--- src/rtl/synchronization_pkg.sv ---
`default_nettype none
// ============================================================================
//  Module      : synchronization_pkg
//  Description : Shared 1000BASE-X code-group constants used by the transmit,
//                encoder and receive blocks. It holds the 8-bit octets, the
//                10-bit code-groups in both running disparities, the comma
//                patterns, the synchronization state encoding and a table
//                lookup helper.
//                Bit order for 10-bit groups: bit 9 = 'a' ... bit 0 = 'j'.
//                Suffix _N is the RD- column and _P is the RD+ column.
//  Revision    : 1.0  initial release
// ============================================================================
package synchronization_pkg;

    // Unencoded octets for the code-groups below.
    localparam logic [7:0] OCT_K28_5 = 8'hBC;
    localparam logic [7:0] OCT_K27_7 = 8'hFB;
    localparam logic [7:0] OCT_K29_7 = 8'hFD;
    localparam logic [7:0] OCT_K23_7 = 8'hF7;
    localparam logic [7:0] OCT_D5_6  = 8'hC5;
    localparam logic [7:0] OCT_D16_2 = 8'h50;

    // Special code-groups.
    localparam logic [9:0] CG_K28_5_N = 10'b0011111010;
    localparam logic [9:0] CG_K28_5_P = 10'b1100000101;
    localparam logic [9:0] CG_K27_7_N = 10'b1101101000;
    localparam logic [9:0] CG_K27_7_P = 10'b0010010111;
    localparam logic [9:0] CG_K29_7_N = 10'b1011101000;
    localparam logic [9:0] CG_K29_7_P = 10'b0100010111;
    localparam logic [9:0] CG_K23_7_N = 10'b1110101000;
    localparam logic [9:0] CG_K23_7_P = 10'b0001010111;

    // Data code-groups. D5.6 is identical in both disparities.
    localparam logic [9:0] CG_D5_6    = 10'b1010010110;
    localparam logic [9:0] CG_D16_2_N = 10'b0110110101;
    localparam logic [9:0] CG_D16_2_P = 10'b1001000101;
    localparam logic [9:0] CG_D0_0_N  = 10'b1001110100;
    localparam logic [9:0] CG_D0_0_P  = 10'b0110001011;
    localparam logic [9:0] CG_D1_0_N  = 10'b0111010100;
    localparam logic [9:0] CG_D1_0_P  = 10'b1000101011;
    localparam logic [9:0] CG_D2_0_N  = 10'b1011010100;
    localparam logic [9:0] CG_D2_0_P  = 10'b0100101011;
    localparam logic [9:0] CG_D3_0_N  = 10'b1100011011;
    localparam logic [9:0] CG_D3_0_P  = 10'b1100010100;
    localparam logic [9:0] CG_D4_0_N  = 10'b1101010100;
    localparam logic [9:0] CG_D4_0_P  = 10'b0010101011;
    localparam logic [9:0] CG_D5_0_N  = 10'b1010011011;
    localparam logic [9:0] CG_D5_0_P  = 10'b1010010100;
    localparam logic [9:0] CG_D6_0_N  = 10'b0110011011;
    localparam logic [9:0] CG_D6_0_P  = 10'b0110010100;
    localparam logic [9:0] CG_D7_0_N  = 10'b1110001011;
    localparam logic [9:0] CG_D7_0_P  = 10'b0001110100;

    // Comma patterns on bits [9:3] (a..g).
    localparam logic [6:0] COMMA_PLUS  = 7'b0011111;
    localparam logic [6:0] COMMA_MINUS = 7'b1100000;

    typedef enum logic [9:0] {
        LOSS_OF_SYNC    = 10'b00_0000_0001,
        COMMA_DETECT_1  = 10'b00_0000_0010,
        ACQUIRE_SYNC_1  = 10'b00_0000_0100,
        COMMA_DETECT_2  = 10'b00_0000_1000,
        ACQUIRE_SYNC_2  = 10'b00_0001_0000,
        COMMA_DETECT_3  = 10'b00_0010_0000,
        SYNC_ACQUIRED_1 = 10'b00_0100_0000,
        SYNC_ACQUIRED_2 = 10'b00_1000_0000,
        SYNC_ACQUIRED_3 = 10'b01_0000_0000,
        SYNC_ACQUIRED_4 = 10'b10_0000_0000
    } sync_state_t;

    typedef struct packed {
        logic valid;
        logic is_k;
    } cg_class_t;

    // Table membership of a received code-group.
    function automatic cg_class_t cg_lookup(input logic [9:0] cg);
        cg_class_t c;
        c.valid = 1'b0;
        c.is_k  = 1'b0;
        case (cg)
            CG_K28_5_N, CG_K28_5_P, CG_K27_7_N, CG_K27_7_P,
            CG_K29_7_N, CG_K29_7_P, CG_K23_7_N, CG_K23_7_P: begin
                c.valid = 1'b1;
                c.is_k  = 1'b1;
            end
            CG_D5_6, CG_D16_2_N, CG_D16_2_P,
            CG_D0_0_N, CG_D0_0_P, CG_D1_0_N, CG_D1_0_P,
            CG_D2_0_N, CG_D2_0_P, CG_D3_0_N, CG_D3_0_P,
            CG_D4_0_N, CG_D4_0_P, CG_D5_0_N, CG_D5_0_P,
            CG_D6_0_N, CG_D6_0_P, CG_D7_0_N, CG_D7_0_P: begin
                c.valid = 1'b1;
            end
            default: ;
        endcase
        return c;
    endfunction

endpackage
`default_nettype wire

--- src/rtl/synchronization_cg_classify.sv ---
`default_nettype none
// ============================================================================
//  Module      : cg_classify
//  Description : Combinational code-group classifier: comma detection, table
//                validity, data/special split and (optionally) the disparity
//                of the group.
//  Ports       : i_cg        10-bit received code-group (bit 9 = 'a')
//                o_comma     bits [9:3] carry a comma pattern
//                o_valid     group is a member of the code-group table
//                o_is_d      valid data (non-K) group
//                o_disp_pos  group has more ones than zeros
//                o_disp_neg  group has more zeros than ones
//  Config      : SYNC_DISPARITY_CHECK_EN adds o_disp_pos / o_disp_neg.
//  Revision    : 1.0  initial release
// ============================================================================
module cg_classify
    import synchronization_pkg::*;
(
    input  logic [9:0] i_cg,
    output logic       o_comma,
    output logic       o_valid,
`ifdef SYNC_DISPARITY_CHECK_EN
    output logic       o_disp_pos,
    output logic       o_disp_neg,
`endif
    output logic       o_is_d
);

    cg_class_t w_class;

    assign w_class = cg_lookup(i_cg);
    assign o_comma = (i_cg[9:3] == COMMA_PLUS) || (i_cg[9:3] == COMMA_MINUS);
    assign o_valid = w_class.valid;
    assign o_is_d  = w_class.valid & ~w_class.is_k;

`ifdef SYNC_DISPARITY_CHECK_EN
    logic [3:0] w_ones;

    always_comb begin
        w_ones = 4'd0;
        for (int i = 0; i < 10; i++) begin
            w_ones = w_ones + {3'd0, i_cg[i]};
        end
    end

    assign o_disp_pos = (w_ones > 4'd5);
    assign o_disp_neg = (w_ones < 4'd5);
`endif

endmodule
`default_nettype wire

--- src/rtl/synchronization.sv ---
`default_nettype none
// ============================================================================
//  Module      : synchronization
//  Description : 1000BASE-X receive code-group synchronization. It registers
//                the PMA code-group to SUDI and tracks comma alignment and the
//                link state. rx_even and sync_status describe the group on SUDI.
//  Ports       : GTX_CLK        clock, rising edge
//                mr_main_reset  asynchronous active-high reset
//                signal_detect  PMD reports optical signal present
//                PUDI[9:0]      raw code-group from PMA (bit 9 = 'a')
//                SUDI[9:0]      PUDI delayed one cycle
//                rx_even        even/odd position of the group on SUDI
//                sync_status    1 = synchronized, 0 = fail
//  Parameters  : GOOD_CGS_MAX   good groups needed to step back one level
//  Config      : SYNC_DISPARITY_CHECK_EN adds running-disparity checking.
//  Revision    : 1.0  initial release
// ============================================================================
module synchronization
    import synchronization_pkg::*;
#(
    parameter int GOOD_CGS_MAX = 3
)(
    input  logic       GTX_CLK,
    input  logic       mr_main_reset,
    input  logic       signal_detect,
    input  logic [9:0] PUDI,
    output logic [9:0] SUDI,
    output logic       rx_even,
    output logic       sync_status
);

    localparam logic [2:0] c_GOOD_CGS_MAX = 3'(GOOD_CGS_MAX);

    sync_state_t r_state;
    sync_state_t w_state_nxt;
    logic [9:0]  r_sudi;
    logic        r_rx_even;
    logic        w_rx_even_nxt;
    logic [1:0]  r_good_cgs;
    logic [1:0]  w_good_cgs_nxt;
    logic [2:0]  w_good_inc;
    logic        w_comma;
    logic        w_valid;
    logic        w_is_d;
    logic        w_rd_err;
    logic        w_bad;
    logic        w_d_ok;
    logic        w_bad_sa;

`ifdef SYNC_DISPARITY_CHECK_EN
    logic        w_disp_pos;
    logic        w_disp_neg;
    logic        r_rd_pos;
`endif

    cg_classify u_cg_classify (
        .i_cg       (PUDI),
        .o_comma    (w_comma),
        .o_valid    (w_valid),
`ifdef SYNC_DISPARITY_CHECK_EN
        .o_disp_pos (w_disp_pos),
        .o_disp_neg (w_disp_neg),
`endif
        .o_is_d     (w_is_d)
    );

`ifdef SYNC_DISPARITY_CHECK_EN
    // A +2 group is only legal at RD-, a -2 group only at RD+.
    assign w_rd_err = w_valid & ((w_disp_pos & r_rd_pos) | (w_disp_neg & ~r_rd_pos));

    always_ff @(posedge GTX_CLK or posedge mr_main_reset) begin
        if (mr_main_reset) begin
            r_rd_pos <= 1'b0;
        end else if (w_valid && !w_rd_err) begin
            if (w_disp_pos) begin
                r_rd_pos <= 1'b1;
            end else if (w_disp_neg) begin
                r_rd_pos <= 1'b0;
            end
        end
    end
`else
    assign w_rd_err = 1'b0;
`endif

    assign w_bad      = ~w_valid | w_rd_err;
    assign w_d_ok     = w_is_d & ~w_rd_err;
    // r_rx_even = 1 means the incoming group would land in an odd slot.
    assign w_bad_sa   = w_bad | (w_comma & r_rx_even);
    assign w_good_inc = {1'b0, r_good_cgs} + 3'd1;

    always_ff @(posedge GTX_CLK or posedge mr_main_reset) begin
        if (mr_main_reset) begin
            r_state    <= LOSS_OF_SYNC;
            r_sudi     <= '0;
            r_rx_even  <= 1'b0;
            r_good_cgs <= 2'd0;
        end else begin
            r_state    <= w_state_nxt;
            r_sudi     <= PUDI;
            r_rx_even  <= w_rx_even_nxt;
            r_good_cgs <= w_good_cgs_nxt;
        end
    end

    always_comb begin
        w_state_nxt    = r_state;
        w_rx_even_nxt  = ~r_rx_even;
        w_good_cgs_nxt = r_good_cgs;
        case (r_state)
            LOSS_OF_SYNC: begin
                if (w_comma && signal_detect) begin
                    w_state_nxt   = COMMA_DETECT_1;
                    w_rx_even_nxt = 1'b1;
                end
            end
            COMMA_DETECT_1: w_state_nxt = w_d_ok ? ACQUIRE_SYNC_1  : LOSS_OF_SYNC;
            COMMA_DETECT_2: w_state_nxt = w_d_ok ? ACQUIRE_SYNC_2  : LOSS_OF_SYNC;
            COMMA_DETECT_3: w_state_nxt = w_d_ok ? SYNC_ACQUIRED_1 : LOSS_OF_SYNC;
            ACQUIRE_SYNC_1, ACQUIRE_SYNC_2: begin
                if (w_bad || (w_comma && r_rx_even)) begin
                    w_state_nxt = LOSS_OF_SYNC;
                end else if (w_comma) begin
                    w_state_nxt   = (r_state == ACQUIRE_SYNC_1) ? COMMA_DETECT_2 : COMMA_DETECT_3;
                    w_rx_even_nxt = 1'b1;
                end
            end
            SYNC_ACQUIRED_1: begin
                if (w_bad_sa) begin
                    w_state_nxt    = SYNC_ACQUIRED_2;
                    w_good_cgs_nxt = 2'd0;
                end
            end
            SYNC_ACQUIRED_2, SYNC_ACQUIRED_3, SYNC_ACQUIRED_4: begin
                if (w_bad_sa) begin
                    w_good_cgs_nxt = 2'd0;
                    case (r_state)
                        SYNC_ACQUIRED_2: w_state_nxt = SYNC_ACQUIRED_3;
                        SYNC_ACQUIRED_3: w_state_nxt = SYNC_ACQUIRED_4;
                        default:         w_state_nxt = LOSS_OF_SYNC;
                    endcase
                end else if (w_good_inc == c_GOOD_CGS_MAX) begin
                    w_good_cgs_nxt = 2'd0;
                    case (r_state)
                        SYNC_ACQUIRED_2: w_state_nxt = SYNC_ACQUIRED_1;
                        SYNC_ACQUIRED_3: w_state_nxt = SYNC_ACQUIRED_2;
                        default:         w_state_nxt = SYNC_ACQUIRED_3;
                    endcase
                end else begin
                    w_good_cgs_nxt = w_good_inc[1:0];
                end
            end
            default: w_state_nxt = LOSS_OF_SYNC;
        endcase
        // Loss of optical signal overrides every other transition.
        if (!signal_detect) begin
            w_state_nxt    = LOSS_OF_SYNC;
            w_good_cgs_nxt = 2'd0;
        end
    end

    assign SUDI        = r_sudi;
    assign rx_even     = r_rx_even;
    assign sync_status = (r_state == SYNC_ACQUIRED_1) || (r_state == SYNC_ACQUIRED_2) ||
                         (r_state == SYNC_ACQUIRED_3) || (r_state == SYNC_ACQUIRED_4);

endmodule
`default_nettype wire
--- config.mk ---
export PLATFORM = sky130hd
export DESIGN_NAME = synchronization
export DESIGN_NICKNAME = d
export VERILOG_FILES = /design/src/rtl/synchronization_pkg.sv /design/src/rtl/synchronization_cg_classify.sv /design/src/rtl/synchronization.sv
export SDC_FILE = /design/constraint.sdc
export NUM_CORES = 1
export LEC_CHECK = 0
export ABC_AREA = 0
export CAP_MARGIN = 10
export CELL_PAD_IN_SITES_DETAIL_PLACEMENT = 1
export CELL_PAD_IN_SITES_GLOBAL_PLACEMENT = 1
export CORE_MARGIN = 3
export CORE_UTILIZATION = 36
export DETAILED_ROUTE_END_ITERATION = 10
export PLACE_DENSITY = 0.76
export SLEW_MARGIN = 40
export SYNTH_ARGS = -nofsm -noshare
export SYNTH_HDL_FRONTEND = slang
export SYNTH_SLANG_ARGS = --single-unit
--- constraint.sdc ---
create_clock -name GTX_CLK -period 2.1 [get_ports GTX_CLK]
set_input_delay 0.21 -clock GTX_CLK [delete_from_list [all_inputs] [get_ports GTX_CLK]]
set_output_delay 0.21 -clock GTX_CLK [all_outputs]
set_load 0.01 [all_outputs]
Yosys cells after proc, flatten, opt, wreduce, memory -nomap -nowiden
Index checks and enable logic that the tools add are counted.

word-level totals
  word-level logic and storage cells = 94
  output and inout bits = 12
  bits in registers = 23
  bits of input ports = 13

operators by class
  mux-type cells = 25
  equality and inequality tests = 45
  reductions and logical operators = 13
  bitwise operators = 6
  $add $sub $neg = 1

operators with widths
  operator                                              number
  equality test 10 bit, second input constant           16
  equality test 10 x 9 -> 1 bit, second input constant  8
  2-to-1 mux 10 bit                                     7
  one-hot mux 10 bit (7 select lines)                   1
  equality test 10 x 8 -> 1 bit, second input constant  4
  equality test 10 x 7 -> 1 bit, second input constant  3
  OR reduction 27 bit                                   1
  one-hot mux 10 bit (2 select lines)                   1
  one-hot mux 9 bit (2 select lines)                    1
  equality test 10 x 1 -> 1 bit, second input constant  1
  equality test 10 x 2 -> 1 bit, second input constant  1
  equality test 10 x 3 -> 1 bit, second input constant  1
  equality test 10 x 4 -> 1 bit, second input constant  1
  equality test 10 x 5 -> 1 bit, second input constant  1
  equality test 10 x 6 -> 1 bit, second input constant  1
  2-to-1 mux 2 bit                                      4
  inequality test 4 bit, second input constant          2
  OR reduction 8 bit                                    1
  equality test 7 x 5 -> 1 bit, second input constant   1
  equality test 7 bit, second input constant            1
  2-to-1 mux 7 bit                                      1
  2-to-1 mux 6 bit                                      1
  inequality test 3 bit, second input constant          2
  logical OR 1 bit                                      5
  other kinds (16)                                      24

Longest topological paths before layout
Gate-level depths: netlist of run 1.

  word-level depth = 8
  mapped depth = 9
  depth with buffers taken out = 8

Cells and area by module
From an unflattened synthesis of run 1, not the netlist that was laid out.

second synthesis, totals
  cell total of the unflattened synthesis = 184
  area, all modules = 1,736.7 um2

by module, submodules not included
  module           seq. area each (um2)  cells an instance  area each (um2)  instances
  synchronization  576.8                 124                1,263.7          1
  cg_classify      0.0                   60                 473.0            1

Least setup slack after synthesis of run 1
Ideal clock, no wire load.

  kind = reg-to-reg
  start = register r_state[7]
  end = register r_state[3]
  period minus slack after synthesis = 2.212 ns
  library setup time = 0.086 ns
  setup slack = -0.112 ns
  stages on the path, launching flop included = 8
  data arrival time = 2.126 ns
  buffers on the path = 1
  data required time = 2.014 ns
  cell sequence = dfrtp_1 > clkbuf_1 > or3_1 > nor4b_2 > nand2b_1 > o41ai_1 > or3_1 > nor3_1

between the ends
  word-level cells in the longest chain between the ends = 6
  elaborated cells between the ends (all ways) = 22
  classes of those cells = eq/ne (14); mux (5); reduce/logical (3)

ends and longest elaborated chain
  item                                 line                                            RTL
  start: declaration                   synchronization.sv:34                           sync_state_t r_state;
  start signal: assignment             synchronization.sv:99                           r_state <= w_state_nxt;
  equality test 10 x 3 -> 1 bit        synchronization.sv:110, synchronization.sv:124
  2-to-1 mux 6 bit                     synchronization.sv:124                          w_state_nxt = (r_state == ACQUIRE_SYNC_1) ? COMMA_DETECT_2 : COMMA_DETECT_3;
  2-to-1 mux 10 bit                    synchronization.sv:123                          end else if (w_comma) begin
  2-to-1 mux 10 bit                    synchronization.sv:121                          if (w_bad || (w_comma && r_rx_even)) begin
  one-hot mux 10 bit (7 select lines)  synchronization.sv:110                          case (r_state)
  2-to-1 mux 10 bit                    synchronization.sv:156                          if (!signal_detect) begin

Several ways; a longest one is shown, not always the timed one. The select of a mux whose other input is x is not followed.
A chain may end at the register's enable or synchronous reset.

Final worst setup path of run 1
  start = input port PUDI[4]
  end = register r_state[8]

between the ends
  word-level cells in the longest chain between the ends = 8
  elaborated cells between the ends (all ways) = 47
  classes of those cells = eq/ne (33); mux (5); bitwise (3); reduce/logical (6)

ends and longest elaborated chain
  item                                                         line                                            RTL
  start: declaration                                           synchronization.sv:26                           input logic [9:0] PUDI,
  equality test 10 x 8 -> 1 bit (tied with other cells)        synchronization_pkg.sv:81                       case (cg)
  OR reduction 27 bit (no line)                                n/a
  2-to-1 mux 1 bit                                             synchronization_pkg.sv:81
  NOT 1 bit                                                    synchronization.sv:86                           assign w_bad = ~w_valid | w_rd_err;
  bitwise OR 1 bit / logical OR 1 bit (equally long branches)  synchronization.sv:89, synchronization.sv:121
  2-to-1 mux 10 bit, on equally long branches                  synchronization.sv:135, synchronization.sv:121
  one-hot mux 10 bit (7 select lines)                          synchronization.sv:110
  2-to-1 mux 10 bit                                            synchronization.sv:156

Several ways; a longest one is shown, not always the timed one.

==> flow_summary.toml, run 1 <==
[outcome]
outcome = "complete, but fails checks"
violations = "setup timing"

[synth]
synthArstFlopShare_pct = 100
syn_inst = 165
synth_top_area_share_pct = 35.7
synth-edff-count = 0
syn-num-nets = 178
ys.flop_type = "dfrtp_1"
synth_top_area_cell = "dfrtp_1"
yosys.cell_types.count = 56
synth.avg_cell_area_sq_um = 9.34
synth_seq_cells = 23
yosysWarnings = 0
synth_area_sq_um = 1540
synth.area.top_cells = "dfrtp_1 (36%), nand2b_1 (2.8%), nand2_1 (2.7%)"
ys_seq_area_share_pct = 37.4

[placed_design]
place_congestion = 0.861
portBuffers = 24
dp_hpwl_mm = 4.11

[worst_setup_path]
reg2regPathDepth = 9
critPathRequiredTime_ns = 2.30
worstReg2RegEnd = "r_state[7]"
critPathMaxFanout = 9
worstPathArrival_ns = 2.48
rrSetupSlack_ns = -0.12
critPathCaptureType = "flop"
critPathKind = "primary input to flop"
worstSetupStartpointType = "primary input"
rr_startpoint = "r_state[9]"

[layout]
num-fill-cells = 433
final_cell_mix = "buf_4 (58), dfrtp_1 (22), clkdlybuf4s50_1 (13), nor2_1 (11), buf_6 (10)"
final_common_cell = "buf_4"
area.growth.synth_to_final_pct = 70.4
diodes = 0
multi_input_area_sq_um = 1180
final_layout_size_suffix_gt1_share_pct = 50.8
final_nets = 264
ff_latch_area_sq_um = 577

[clocking]
hold_buffers = 0
cts.htree.levels = 1
clk_pin_slew_ns = 0.09
cts_sinks = 23
cts_buffer_depth = 2
cts_tree = "built"
clock_latency_ns = 0.27
cts_inserted_buffers = 3
cts_root_buf = "clkbuf_8"

[floorplan]
initial_core_util_pct = 38.0
die_w_um = 71.4
row_count = 23
core_sq_um = 4060
dieArea_sq_um = 5100
die_h_um = 71.4
io_pins = 25

[sta]
worst_slack_ns = -0.184
fin_crit_ns = 2.28
maxSlewHeadroom_pct = 75.7
fin_crit_sh_pct = 109
fin_worst_skew_ns = 0.00417
fmax_mhz = 438
rsz0062_at_grt = "true"
setup_viol_count_final = 9
hold_violations = 0
worst_pin_slew_ns = 0.363
tns_ns = -0.772
maxSlewViolCount = 0

[power]
intPower_mw = 1.04
powerDensity_nw_per_um2 = 645
total_power_mw = 1.69
p_sw_share_pct = 38.5
clkPwrFrac_pct = 17.0
combPwrFrac_pct = 52.9
p_sw_mw = 0.653
irDropWorstVdd_mv = 0.298
seqPwrFrac_pct = 30.0
leakagePower_nw = 1.18

[global_routing]
grt_pass1_wl_mm = 10.9
grt_use_total_pct = 27.8
grt_max_degree = 24
grt_pass1_vias = 2020
gr-total-overflow = 0
antenna_found_initial = 0

[worst_hold_path]
min_to = "SUDI[1]"
min_path_type = "primary input to flop"
min_delay_path_depth = 1
holdCritStartpoint = "PUDI[1]"

[drt]
drc = 0
route.vias.total = 1830
first_iter_violations = 132
via_per_inst = 6.10
wl_per_cell_um = 25.1
antenna_left = 0
drt-total-wl_mm = 7.53
firstDrtPassIters = 4

[flow_run]
drv_cap = 0
==> Yosys cell counts (2+ instances only) <==
master     number
o21ai_0         5
nand2_1        11
buf_2           4
nor3_1          8
nand4_1         4
mux2i_1         2
or2b_1          3
nand4b_1        2
nor2b_1         3
nand3b_1        3
inv_1           7
and3_1          2
nor4b_2         2
and4b_1         3
nor3b_1         4
o22ai_1         3
or3_1           2
xor2_1          2
nand2b_1        7
nand3_1         6
nor4_1          3
o31ai_1         2
nor2_1         11
dfrtp_1        22
buf_6           3
nand4bb_1       2
and2_1          3
o211ai_2        2
xnor2_1         4
a32o_1          2
a21oi_1         3
==> state kept, by name, summed over array words and instances, names as in the netlist <==
register,cells
r_good_cgs,2
r_state,10
rx_even,1
SUDI,10
==> layer usage <==
metal / share of wire [%] / global-route usage (%)
met5: 0 / 0
met4: 5.2 / 17.1
met3: 3.2 / 4.21
met2: 54 / 50.0
met1: 38 / 30.3
==> cell families after synthesis <==
family                 after synthesis  share of synthesized area (%)
flip-flops                          23                           37.4
XOR/XNOR                             6                           3.41
buffers and inverters               16                           5.68
multiplexers                         2                           1.30
AND/OR/NAND/NOR                     84                           34.3
AO/OA/AOI/OAI                       34                           17.9
==> how the worst max path moves through the flow <==
| stage | from | end | cells past startpoint |
|---|---|---|---|
| final | PUDI[4] | r_state[8] | 10 |
| after global routing | PUDI[4] | r_state[8] | 10 |
| after CTS | r_state[8] | r_state[7] | 9 |
| after detailed placement | PUDI[5] | r_state[5] | 9 |
| after global placement | PUDI[5] | r_state[8] | 9 |
| after floorplan | r_state[7] | r_state[3] | 7 |
==> worst max-delay path, stage by stage <==
cell and delay (ns):
clkbuf_4 0.20, nor2b_4 0.23, nand4_1 0.20, o31ai_2 0.28, a221o_1 0.33, buf_6 0.15, o31ai_4 0.06, mux2i_1 0.15
or4b_1 0.52, a21boi_1 0.15
==> power by group through the flow <==
stage | sequential, mW | clock, mW | combinational (mW)
2_1_floorplan | 0.519 | 0 | 0.292
3_3_place_gp | 0.508 | 0 | 0.587
3_5_place_dp | 0.512 | 0 | 0.627
4_1_cts | 0.504 | 0.284 | 0.736
5_1_grt | 0.512 | 0.312 | 0.943
6_report | 0.509 | 0.288 | 0.896
==> repair_timing <==
| action | CTS | global route |
|---|---|---|
| pin swaps | 20 | 15 |
| setup endpoints to repair | 12 | 11 |
| gates resized for setup | 86 | 31 |
| hold endpoints to repair | 0 | 0 |
| cloned | 1 | 0 |
| setup buffers | 18 | 3 |
==> stage by stage <==
| step | instances | area [sq um] | hold slack, ns | setup WS (ns) | util (%) |
|---|---|---|---|---|---|
| after floorplan | 165 | 1580 | 0.211 | -0.0276 | - |
| after global placement | 276 | 2160 | 0.484 | -0.607 | 53.1 |
| after detailed placement | 276 | 2160 | 0.512 | -0.785 | 53.1 |
| after CTS | 299 | 2460 | 0.172 | -0.0553 | 60.6 |
| after global routing | 300 | 2630 | 0.148 | -0.255 | 64.7 |
| final | 300 | 2630 | 0.163 | -0.184 | 64.7 |
==> area by class of cell <==
class / count / share of cell area (%)
clock buffer: 3 / 1.57
clock inverter: 1 / 0.191
inverter: 7 / 1.00
multi-input combinational: 126 / 44.9
sequential: 23 / 22.0
tap: 50 / 2.38
timing repair buffer: 90 / 28.0
Note: power is estimated with default switching activity, not from simulation.
==> inputs of run 2 (changes only) <==
==> constraint.sdc (replaced) <==
create_clock -name GTX_CLK -period 2.1 [get_ports GTX_CLK]
set_input_delay 0.21 -clock GTX_CLK [delete_from_list [all_inputs] [get_ports GTX_CLK]]
set_output_delay 0.21 -clock GTX_CLK [all_outputs]
set_load 0.1 [all_outputs]
==> run 2 against run 1 <==
Net effect: the run still ends with setup timing left; clock power rose by 5%; total power grew 4.2%; sequential power fell by 1%; worst hold slack lost 0.063 ns; wire length is 9.7% lower; first-iteration DRC count rose by 11%; register-to-register slack worse by 0.05 ns; non-clock buffer count shrank 6; flip-flop and latch count stayed put; largest power group unchanged.
==> flow_summary.toml, run 2 (same netlist as run 1, synthesis figures left out) <==
[layout]
final_nets = 258
final_cells = 294
finalInstanceArea_sq_um = 2500
area.growth.synth_to_final_pct = 62.1
final_cell_mix = "buf_4 (63), dfrtp_1 (22), nor2_1 (10), buf_2 (8), buf_6 (8)"
final_layout_size_suffix_gt1_share_pct = 51.6
diodes = 0
final_common_cell = "buf_4"

[floorplan]
die_h_um = 71.4
core_sq_um = 4060
initial_core_util_pct = 38.0
dieArea_sq_um = 5100
io_pins = 25
die_w_um = 71.4
row_count = 23

[clocking]
clk_pin_slew_ns = 0.09
cts_inserted_buffers = 3
cts_sinks = 23
hold_buffers = 0
cts.htree.levels = 1
clock_latency_ns = 0.28
cts_tree = "built"
cts_root_buf = "clkbuf_8"
cts_buffer_depth = 2

[outcome]
outcome = "complete, but fails checks"
violations = "setup timing"

[worst_hold_path]
min_path_type = "primary input to flop"
holdCritStartpoint = "PUDI[6]"

[worst_setup_path]
critPathCaptureType = "flop"
crit_family = "simple AND/OR/NAND/NOR gates"
worstPathArrival_ns = 2.44
crit_path_start = "r_state[7]"
slowest_stage = "or3_4"
rr_startpoint = "r_state[7]"
cp_cell_sequence = "or3_4 -> nor4b_4 -> o21bai_4 -> o311ai_4 -> o211ai_2 -> buf_4 -> buf_6 -> nand2b_4 -> o311a_1"
critPathMaxFanout = 5
critPathRequiredTime_ns = 2.27
critPathKind = "flop to flop"
crit_buf_inv = 2
critPathMaxStageDelay_ns = 0.43
worstSetupStartpointType = "flop"

[placed_design]
placedCellCount = 273
pre_cts_slack_ns = -0.771
portBuffers = 24
place_congestion = 0.939
placed_area_sq_um = 2140
dp_hpwl_mm = 3.89

[flow_run]
drv_cap = 0

[drt]
via_per_inst = 5.94
drc = 0
route.vias.total = 1745
drt-total-wl_mm = 6.80
antenna_left = 0
firstDrtPassIters = 5
wl_per_cell_um = 23.1
first_iter_violations = 146

[global_routing]
grt_pass1_wl_mm = 11.1
gr-total-overflow = 0
grt_max_degree = 24
antenna_found_initial = 0
grt_use_total_pct = 28.5
grt_pass1_vias = 2013

[sta]
hold_violations = 0
maxSlewHeadroom_pct = 67.2
rsz0062_at_grt = "true"
setup_viol_count_final = 9
worst_pin_slew_ns = 0.491
fin_crit_ns = 2.27
holdWs_ns = 0.100
maxSlewViolCount = 0
fmax_mhz = 440
fin_crit_sh_pct = 108
worst_slack_ns = -0.173
fin_worst_skew_ns = 0.00488

[power]
irDropWorstVdd_mv = 0.307
powerDensity_nw_per_um2 = 706
leakagePower_nw = 1.11
-- run 2: repair_timing --
item	4_1_cts	5_1_grt
setup endpoints to repair	12	11
pin swaps	17	10
resized for setup	86	7
buffers inserted	16	2
-- run 2: metal layers --
metal / track usage [%] / vias to the layer above / part of all wire [%]
met5: 0 / - / 0
met4: 15.7 / 0 / 3.8
met3: 3.93 / 25 / 2.8
met2: 52.9 / 54 / 56
met1: 30.9 / 890 / 37
li1: - / 776 / -
-- run 2: final cells by class --
| cell class | count | area (sq um) |
|---|---|---|
| clock inverter | 1 | 7.51 |
| tap | 50 | 62.6 |
| inverter | 7 | 26.3 |
| fill | 443 | 1560 |
| multi-input combinational | 126 | 1120 |
| sequential | 23 | 577 |
| timing repair buffer | 84 | 666 |
| clock buffer | 3 | 41.3 |
-- run 2: through the flow --
stage,TNS [ns],utilization [%],power [mW]
after detailed placement,-7.32,52.7,1.26
after global routing,-1.34,61.6,1.84
after CTS,-0.403,60.9,1.71
after global placement,-5.86,52.7,1.22
after floorplan,-0.831,-,0.977
final,-1.12,61.6,1.77
-- run 2: path summary, 6_finish.rpt --
| kind | end | slack (ns) | depth (start not counted) |
|---|---|---|---|
| max in group asynchronous | r_state[0] | 1.47 | 3 |
| min reg2reg | r_state[2] | 0.58 | 1 |
| min in group asynchronous | r_state[8] | 0.34 | 3 |
| max | r_state[7] | -0.17 | 9 |
| min | SUDI[6] | 0.10 | 1 |
| max reg2reg | r_state[7] | -0.17 | 9 |
-- run 2: power by group --
part           internal, mW  leakage, nW  total (mW)  switching [mW]
Sequential            0.481        0.294       0.503          0.0227
Clock                 0.135       0.0217       0.302           0.167
Combinational         0.406        0.789       0.959           0.554
